[config.mk]
export PLATFORM = sky130hd
export DESIGN_NAME = x87_mem_sequencer
export DESIGN_NICKNAME = d
export VERILOG_FILES = /design/src/rtl/x87_pkg.sv /design/src/rtl/x87_cmd_class.sv /design/src/rtl/x87_mem_sequencer.sv
export SDC_FILE = /design/constraint.sdc
export NUM_CORES = 1
export LEC_CHECK = 0
export CAP_MARGIN = 0
export CORE_AREA = 10 10 155 172
export CTS_CLUSTER_DIAMETER = 80
export DETAILED_ROUTE_END_ITERATION = 8
export DIE_AREA = 0 0 165 182
export PLACE_DENSITY = 0.85
export SLEW_MARGIN = 30
export SYNTH_ARGS = -nofsm -noshare
export SYNTH_HDL_FRONTEND = slang
export SYNTH_SLANG_ARGS = --single-unit
[constraint.sdc]
create_clock -name clk -period 3.75 [get_ports clk]
set_input_delay 0.375 -clock clk [delete_from_list [all_inputs] [get_ports clk]]
set_output_delay 0.375 -clock clk [all_outputs]
set_load 0.05 [all_outputs]
[src/rtl/x87_pkg.sv]
// x87_pkg: command codes shared by x87_exec, x87_decode and the memory
// sequencer, plus memstore size codes, writeback kinds and a bus helper.
package x87_pkg;

  // Command encoding. This is the single definition used by every x87 block.
  localparam logic [4:0] CMD_NOP       = 5'd0;
  localparam logic [4:0] CMD_FLD_STI   = 5'd1;
  localparam logic [4:0] CMD_FXCH      = 5'd2;
  localparam logic [4:0] CMD_FADD_STI  = 5'd3;
  localparam logic [4:0] CMD_FSUB_STI  = 5'd4;
  localparam logic [4:0] CMD_FMUL_STI  = 5'd5;
  localparam logic [4:0] CMD_FDIV_STI  = 5'd6;
  localparam logic [4:0] CMD_FCHS      = 5'd7;
  localparam logic [4:0] CMD_FABS      = 5'd8;
  localparam logic [4:0] CMD_FLDZ      = 5'd9;
  localparam logic [4:0] CMD_FLD1      = 5'd10;
  localparam logic [4:0] CMD_FCOM_STI  = 5'd11;
  localparam logic [4:0] CMD_FNSTSW_AX = 5'd12;
  localparam logic [4:0] CMD_FINIT     = 5'd13;
  localparam logic [4:0] CMD_FLD_M32   = 5'd16;
  localparam logic [4:0] CMD_FLD_M64   = 5'd17;
  localparam logic [4:0] CMD_FSTP_M32  = 5'd18;
  localparam logic [4:0] CMD_FSTP_M64  = 5'd19;
  localparam logic [4:0] CMD_FLDCW     = 5'd20;
  localparam logic [4:0] CMD_FNSTCW    = 5'd21;

  // Memstore size codes reported by x87_exec.
  localparam logic [1:0] MS_SIZE_16 = 2'd0;
  localparam logic [1:0] MS_SIZE_32 = 2'd1;
  localparam logic [1:0] MS_SIZE_64 = 2'd2;

  // Writeback kinds reported by x87_exec.
  localparam logic [2:0] WB_NONE       = 3'd0;
  localparam logic [2:0] WB_AX_STATUS  = 3'd1;
  localparam logic [2:0] WB_AX_CONTROL = 3'd2;

  // Bus addresses are always word aligned; byte lanes are selected by mem_be.
  function automatic logic [31:0] word_addr(input logic [31:0] a);
    return {a[31:2], 2'b00};
  endfunction

endpackage

[src/rtl/x87_cmd_class.sv]
// x87_cmd_class: combinational decode of a command code into its memory
// class and the address bits that must be zero for it.
module x87_cmd_class
  import x87_pkg::*;
(
  input  logic [4:0] cmd,
  output logic       is_load16,
  output logic       is_load32,
  output logic       is_load64,
  output logic       is_store,
  output logic [1:0] align_mask
);

  // Classify the command; register-only codes fall through with all flags low.
  always_comb begin
    is_load16  = 1'b0;
    is_load32  = 1'b0;
    is_load64  = 1'b0;
    is_store   = 1'b0;
    align_mask = 2'b00;
    case (cmd)
      CMD_FLDCW: begin
        is_load16  = 1'b1;
        align_mask = 2'b01;
      end
      CMD_FLD_M32: begin
        is_load32  = 1'b1;
        align_mask = 2'b11;
      end
      CMD_FLD_M64: begin
        is_load64  = 1'b1;
        align_mask = 2'b11;
      end
      CMD_FNSTCW: begin
        is_store   = 1'b1;
        align_mask = 2'b01;
      end
      CMD_FSTP_M32, CMD_FSTP_M64: begin
        is_store   = 1'b1;
        align_mask = 2'b11;
      end
      default: ;
    endcase
  end

endmodule

[src/rtl/x87_mem_sequencer.sv]
// x87_mem_sequencer: accepts one x87 command at a time, fetches its memory
// operand, starts x87_exec, writes back any memstore result and reports
// completion to the pipeline.
// Optional feature macro: X87_MEM_TIMEOUT_EN (per-beat mem_ack timeout).
//
// Handshakes:
//  - req: a command transfers on a cycle where req_valid && req_ready;
//    req_ready is high only in IDLE and req_valid is ignored elsewhere.
//  - cpl: cpl_valid is a one-cycle pulse with no backpressure; cpl_err and
//    cpl_wb_* qualify it.
//  - mem: mem_req and its qualifiers are held stable until the cycle mem_ack
//    is high (which may be the first request cycle); that cycle ends the beat.
//  - exec: x_start and x_cmd_valid pulse together for one cycle; x_done
//    (with memstore_* and wb_*) is taken on any later cycle while waiting.
module x87_mem_sequencer
  import x87_pkg::*;
#(
  parameter int TIMEOUT_CYCLES = 255
) (
  input  logic        clk,
  input  logic        rst,
  input  logic        req_valid,
  output logic        req_ready,
  input  logic [4:0]  req_cmd,
  input  logic [2:0]  req_idx,
  input  logic [31:0] req_addr,
  output logic        cpl_valid,
  output logic        cpl_err,
  output logic        cpl_wb_valid,
  output logic [2:0]  cpl_wb_kind,
  output logic [15:0] cpl_wb_value,
  output logic        mem_req,
  output logic        mem_we,
  output logic [31:0] mem_addr,
  output logic [3:0]  mem_be,
  output logic [31:0] mem_wdata,
  input  logic        mem_ack,
  input  logic [31:0] mem_rdata,
  output logic        x_start,
  output logic        x_cmd_valid,
  output logic [4:0]  x_cmd,
  output logic [2:0]  x_idx,
  output logic [31:0] x_rdata32,
  output logic [63:0] x_rdata64,
  input  logic        x_done,
  input  logic        x_memstore_valid,
  input  logic [1:0]  x_memstore_size,
  input  logic [63:0] x_memstore_data64,
  input  logic        x_wb_valid,
  input  logic [2:0]  x_wb_kind,
  input  logic [15:0] x_wb_value,
  output logic [3:0]  dbg_state
);

  typedef enum logic [3:0] {
    S_IDLE = 4'd0,
    S_LD0  = 4'd1,
    S_LD1  = 4'd2,
    S_EXEC = 4'd3,
    S_WAIT = 4'd4,
    S_ST0  = 4'd5,
    S_ST1  = 4'd6,
    S_CPL  = 4'd7,
    S_ERR  = 4'd8
  } state_t;

  state_t      state;
  logic [31:0] addr_q;
  logic        ld16_q;
  logic        ld64_q;
  logic [1:0]  ms_size_q;
  logic [63:0] ms_data_q;

  logic        c_load16;
  logic        c_load32;
  logic        c_load64;
  logic        c_store;
  logic [1:0]  c_align_mask;
  logic        c_is_load;
  logic        c_misaligned;
  logic        timeout_hit;

  x87_cmd_class u_cmd_class (
    .cmd        (req_cmd),
    .is_load16  (c_load16),
    .is_load32  (c_load32),
    .is_load64  (c_load64),
    .is_store   (c_store),
    .align_mask (c_align_mask)
  );

  assign c_is_load    = c_load16 | c_load32 | c_load64;
  // Only memory commands carry an address that can be misaligned.
  assign c_misaligned = (c_is_load | c_store) && ((req_addr[1:0] & c_align_mask) != 2'b00);

  assign req_ready = (state == S_IDLE);
  assign dbg_state = state;

`ifdef X87_MEM_TIMEOUT_EN
  logic [15:0] to_cnt;
  logic        in_beat;

  assign in_beat     = (state == S_LD0) || (state == S_LD1) ||
                       (state == S_ST0) || (state == S_ST1);
  assign timeout_hit = in_beat && !mem_ack && (to_cnt == 16'(TIMEOUT_CYCLES - 1));

  // Count consecutive cycles of the current beat without mem_ack.
  always_ff @(posedge clk) begin
    if (rst || !in_beat || mem_ack || timeout_hit) begin
      to_cnt <= 16'd0;
    end else begin
      to_cnt <= to_cnt + 16'd1;
    end
  end
`else
  assign timeout_hit = 1'b0;
`endif

  // Sequencer FSM; every output is registered and set on the transition into the state that owns it.
  always_ff @(posedge clk) begin
    if (rst) begin
      state        <= S_IDLE;
      addr_q       <= 32'd0;
      ld16_q       <= 1'b0;
      ld64_q       <= 1'b0;
      ms_size_q    <= MS_SIZE_16;
      ms_data_q    <= 64'd0;
      cpl_valid    <= 1'b0;
      cpl_err      <= 1'b0;
      cpl_wb_valid <= 1'b0;
      cpl_wb_kind  <= WB_NONE;
      cpl_wb_value <= 16'd0;
      mem_req      <= 1'b0;
      mem_we       <= 1'b0;
      mem_addr     <= 32'd0;
      mem_be       <= 4'd0;
      mem_wdata    <= 32'd0;
      x_start      <= 1'b0;
      x_cmd_valid  <= 1'b0;
      x_cmd        <= CMD_NOP;
      x_idx        <= 3'd0;
      x_rdata32    <= 32'd0;
      x_rdata64    <= 64'd0;
    end else begin
      x_start     <= 1'b0;
      x_cmd_valid <= 1'b0;
      cpl_valid   <= 1'b0;
      case (state)
        S_IDLE: begin
          if (req_valid) begin
            x_cmd        <= req_cmd;
            x_idx        <= req_idx;
            addr_q       <= req_addr;
            ld16_q       <= c_load16;
            ld64_q       <= c_load64;
            cpl_err      <= 1'b0;
            cpl_wb_valid <= 1'b0;
            cpl_wb_kind  <= WB_NONE;
            cpl_wb_value <= 16'd0;
            if (c_misaligned) begin
              cpl_valid <= 1'b1;
              cpl_err   <= 1'b1;
              state     <= S_ERR;
            end else if (c_is_load) begin
              mem_req   <= 1'b1;
              mem_we    <= 1'b0;
              mem_addr  <= word_addr(req_addr);
              mem_be    <= 4'hF;
              mem_wdata <= 32'd0;
              state     <= S_LD0;
            end else begin
              x_start     <= 1'b1;
              x_cmd_valid <= 1'b1;
              state       <= S_EXEC;
            end
          end
        end

        S_LD0: begin
          if (timeout_hit) begin
            mem_req   <= 1'b0;
            cpl_valid <= 1'b1;
            cpl_err   <= 1'b1;
            state     <= S_ERR;
          end else if (mem_ack) begin
            if (ld64_q) begin
              // Second beat follows immediately; mem_req stays asserted.
              x_rdata64[31:0] <= mem_rdata;
              mem_addr        <= word_addr(addr_q + 32'd4);
              state           <= S_LD1;
            end else begin
              if (ld16_q) begin
                x_rdata32 <= {16'd0, addr_q[1] ? mem_rdata[31:16] : mem_rdata[15:0]};
              end else begin
                x_rdata32 <= mem_rdata;
              end
              mem_req     <= 1'b0;
              x_start     <= 1'b1;
              x_cmd_valid <= 1'b1;
              state       <= S_EXEC;
            end
          end
        end

        S_LD1: begin
          if (timeout_hit) begin
            mem_req   <= 1'b0;
            cpl_valid <= 1'b1;
            cpl_err   <= 1'b1;
            state     <= S_ERR;
          end else if (mem_ack) begin
            x_rdata64[63:32] <= mem_rdata;
            mem_req          <= 1'b0;
            x_start          <= 1'b1;
            x_cmd_valid      <= 1'b1;
            state            <= S_EXEC;
          end
        end

        S_EXEC: begin
          state <= S_WAIT;
        end

        S_WAIT: begin
          if (x_done) begin
            cpl_wb_valid <= x_wb_valid;
            cpl_wb_kind  <= x_wb_kind;
            cpl_wb_value <= x_wb_value;
            ms_size_q    <= x_memstore_size;
            ms_data_q    <= x_memstore_data64;
            if (x_memstore_valid) begin
              mem_req  <= 1'b1;
              mem_we   <= 1'b1;
              mem_addr <= word_addr(addr_q);
              if (x_memstore_size == MS_SIZE_16) begin
                // A 16-bit store lands in whichever half addr[1] selects.
                mem_be    <= addr_q[1] ? 4'b1100 : 4'b0011;
                mem_wdata <= {2{x_memstore_data64[15:0]}};
              end else begin
                mem_be    <= 4'hF;
                mem_wdata <= x_memstore_data64[31:0];
              end
              state <= S_ST0;
            end else begin
              cpl_valid <= 1'b1;
              state     <= S_CPL;
            end
          end
        end

        S_ST0: begin
          if (timeout_hit) begin
            mem_req   <= 1'b0;
            cpl_valid <= 1'b1;
            cpl_err   <= 1'b1;
            state     <= S_ERR;
          end else if (mem_ack) begin
            if (ms_size_q == MS_SIZE_64) begin
              mem_addr  <= word_addr(addr_q + 32'd4);
              mem_be    <= 4'hF;
              mem_wdata <= ms_data_q[63:32];
              state     <= S_ST1;
            end else begin
              mem_req   <= 1'b0;
              mem_we    <= 1'b0;
              cpl_valid <= 1'b1;
              state     <= S_CPL;
            end
          end
        end

        S_ST1: begin
          if (timeout_hit) begin
            mem_req   <= 1'b0;
            cpl_valid <= 1'b1;
            cpl_err   <= 1'b1;
            state     <= S_ERR;
          end else if (mem_ack) begin
            mem_req   <= 1'b0;
            mem_we    <= 1'b0;
            cpl_valid <= 1'b1;
            state     <= S_CPL;
          end
        end

        S_CPL, S_ERR: begin
          state <= S_IDLE;
        end

        default: begin
          state <= S_IDLE;
        end
      endcase
    end
  end

endmodule
==> metrics <==
Final setup viols 0; Routed WL around 43 mm; final period utilization 82.5%; syn_area_per_cell between 7 and 8 um2; Yosys cell types 66; Hold Crit Start rst; nets 1,922; WL/cell 20.4 um; Pins Over Slew Limit 0; initial antenna violation count 4; Leak ~5.4 nW; cell count after synthesis 1,477; GRT Overall Usage 26.2%; Post-CTS Resized 0; Worst R2R End mem_wdata[12]; post-route cell area approximately 16,000 um2; Max Cap Viol 0; CTS H-tree depth 1; crit path time final approximately 3.1 ns; number of enable flip-flop cells after synthesis 0; clock root cell clkbuf_16; post-route setup slack roughly 0.66 ns; Layout fillers roughly 1,900; Final ANT Viol Nets 0; PD cells 741 nW/um2; CP Class flop to output port; CTS Hold Bufs 0; clock sinks 264; Slew Limit Headroom 39.3%; largest net degree at the start of global routing approximately 130; post-synthesis sequential area ratio between 40% and 50%; vias per cell 5.83; final hold vios 0; Post-synth ARST share 0%; CP startpoint kind flop; Clock Path Buffers 3; vias in the first global route approximately 12,000; Initial Utilization 49.2%; Routability Congestion roughly 0.89; Die ar. 30,000 um2; crit path max fanout 26; via count roughly 12,000; layout cells sized above 1 roughly 5.5%; Clock Skews around 0.011 ns; worst skew pair latency roughly 0.54 ns; worst path required time between 3 and 4 ns; DRT Pass-1 Iters 8; Initial DRC Count about 1,100; Pwr Total roughly 12 mW; Cell Rows 59; hold crit path type primary input to flop; Setup WS pre-CTS between 0.8 and 0.9 ns; Worst R2R Start dbg_state[0]; Num CTS Buffers 28; Tightest Pin Transition between 0.9 and 1 ns; CTS tree done; DP Area around 15,000 um2; Overflow after GRT 0; setup tns final 0 ns; Top FF cell, synth dfxtp_1; DP HPWL 29.5 mm; Yosys warnings 0; cell area after synthesis roughly 11,000 um2; Synth-to-Final Area Change 41.5%; FMAX about 320 MHz; Post-CTS Setup Inserts 0; status complete, no violations; first-pass GRT wire length 64.1 mm; setup slack, reg-to-reg slightly below 1 ns; RSZ-0062 raised after global routing no; Max IR drop VDD just under 0.0005 V; DRC viols 0; Worst setup EP type output port; # IOs between 300 and 400; Clock Pin Slew Worst Setup and Hold Paths ~0.06 ns; length in cells of the worst reg-to-reg path 8; Hold Crit Depth 2; Yosys reg bits approximately 260; Core Box Area 23,200 um2; Hold Path Sink x_rdata32[19]; Die Y 182 um; Die W around 170 um; port bufs 364; WP data arrival around 2.7 ns
[flip-flops by register name (all words and copies together), names as in the netlist, 2 cells and up]
register / flops
x_cmd: 5
x_idx: 3
ms_data_q: 32
x_rdata32: 32
cpl_wb_kind: 3
mem_addr: 30
mem_be: 2
mem_wdata: 32
cpl_wb_value: 16
addr_q: 31
dbg_state: 4
ms_size_q: 2
x_rdata64: 64
[cell usage in the layout (no fill, tap or decap), types with 4 or more instances in the layout]
| master | count |
|---|---|
| a211oi_1 | 45 |
| a21oi_1 | 252 |
| a221oi_1 | 6 |
| a22oi_1 | 33 |
| a311oi_1 | 38 |
| a31oi_1 | 5 |
| and2_1 | 4 |
| and3_1 | 5 |
| and4_1 | 4 |
| buf_4 | 22 |
| bufinv_16 | 4 |
| clkbuf_16 | 29 |
| clkbuf_8 | 6 |
| clkdlybuf4s50_1 | 363 |
| clkinv_2 | 6 |
| dfxtp_1 | 264 |
| inv_1 | 9 |
| mux2_2 | 4 |
| nand2_1 | 393 |
| nand2b_1 | 8 |
| nand3_1 | 46 |
| nand3b_1 | 17 |
| nand4_1 | 7 |
| nor2_1 | 70 |
| nor3_1 | 10 |
| nor4_1 | 20 |
| o21ai_0 | 26 |
| o31a_1 | 6 |
| or3_1 | 6 |
[cells by family (layout without fill, tap and decap cells)]
logic type,Yosys count,after routing,share of synthesized area (%)
muxes,5,5,0.483
buffers and inverters,149,450,5.48
and+or+nand+nor,617,617,24.0
AOI/OAI and AO/OA,437,437,23.3
adders and majority gates,1,1,0.110
DFF,264,264,46.4
xor gates and xnor gates,3,3,0.231
other,1,5,0.0329
[metrics by stage]
step	hold slack [ns]	utilization [%]	cells
2_1_floorplan	0.436	-	1478
3_3_place_gp	0.438	65.2	2032
3_5_place_dp	0.444	65.2	2032
4_1_cts	0.287	69.5	2084
5_1_grt	0.314	69.6	2087
6_report	0.298	69.6	2087
[area by class of cell]
class,instances,area (um2),share of cell area [%]
tap,305,382,2.37
timing repair buffer,389,3870,24.0
inverter,9,33.8,0.209
clock buffer,35,798,4.95
clock inverter,17,208,1.29
antenna,3,7.51,0.0465
multi-input combinational,1065,5550,34.4
sequential,264,5290,32.8
[worst max-delay path, cell delays in order, from the launching register on]
cell and delay [ns]:
dfxtp_1 0.59, nor2_1 0.38, nand2_1 0.16, inv_1 0.18, clkdlybuf4s50_1 0.87
[routing by layer]
layer  GRT usage, %  up-vias  part of all wire [%]
li1               -     5742                     -
met1           29.8     5609                    36
met2           44.9      699                    49
met3           6.20      114                    10
met4           12.7        2                   4.7
met5              0        -                 0.047
[cell usage after synthesis, drive strengths merged (4+ instances only)]
library cell    n  area share, %
nand3b         17            1.1
or3             7           0.38
a221oi          6           0.46
and2            4           0.22
nor3           12           0.53
nand2b          8           0.44
o21ai          28            1.2
inv             9           0.30
and4            4           0.31
a22oi          33            2.2
a211oi         45            3.0
dfxtp         264             46
and3            5           0.27
a31oi           5           0.27
a21oi         252             11
clkbuf        104            3.5
nor4           20            1.1
nand3          47            2.1
nand2         393             13
buf            36            1.7
a311oi         38            2.9
nand4           9           0.60
nor2           71            2.3
mux2            4           0.40
o31a            6           0.46
[power breakdown]
part           internal (mW)  switching (mW)
clock                   1.79            1.19
combinational           1.70            3.53
sequential              3.32           0.429
total                   6.81            5.15
[worst max-delay path by stage]
stage / startpoint / end / slack [ns] / cells past startpoint
floorplan: dbg_state[1] / mem_be[2] / 1.20 / 9
global placement: req_cmd[1] / mem_be[1] / 0.98 / 7
detailed placement: req_cmd[1] / mem_wdata[26] / 0.86 / 7
CTS: dbg_state[0] / req_ready / 0.70 / 4
global route: dbg_state[0] / req_ready / 0.54 / 4
finish: dbg_state[0] / req_ready / 0.66 / 4
(Power assumes the default switching activity.)
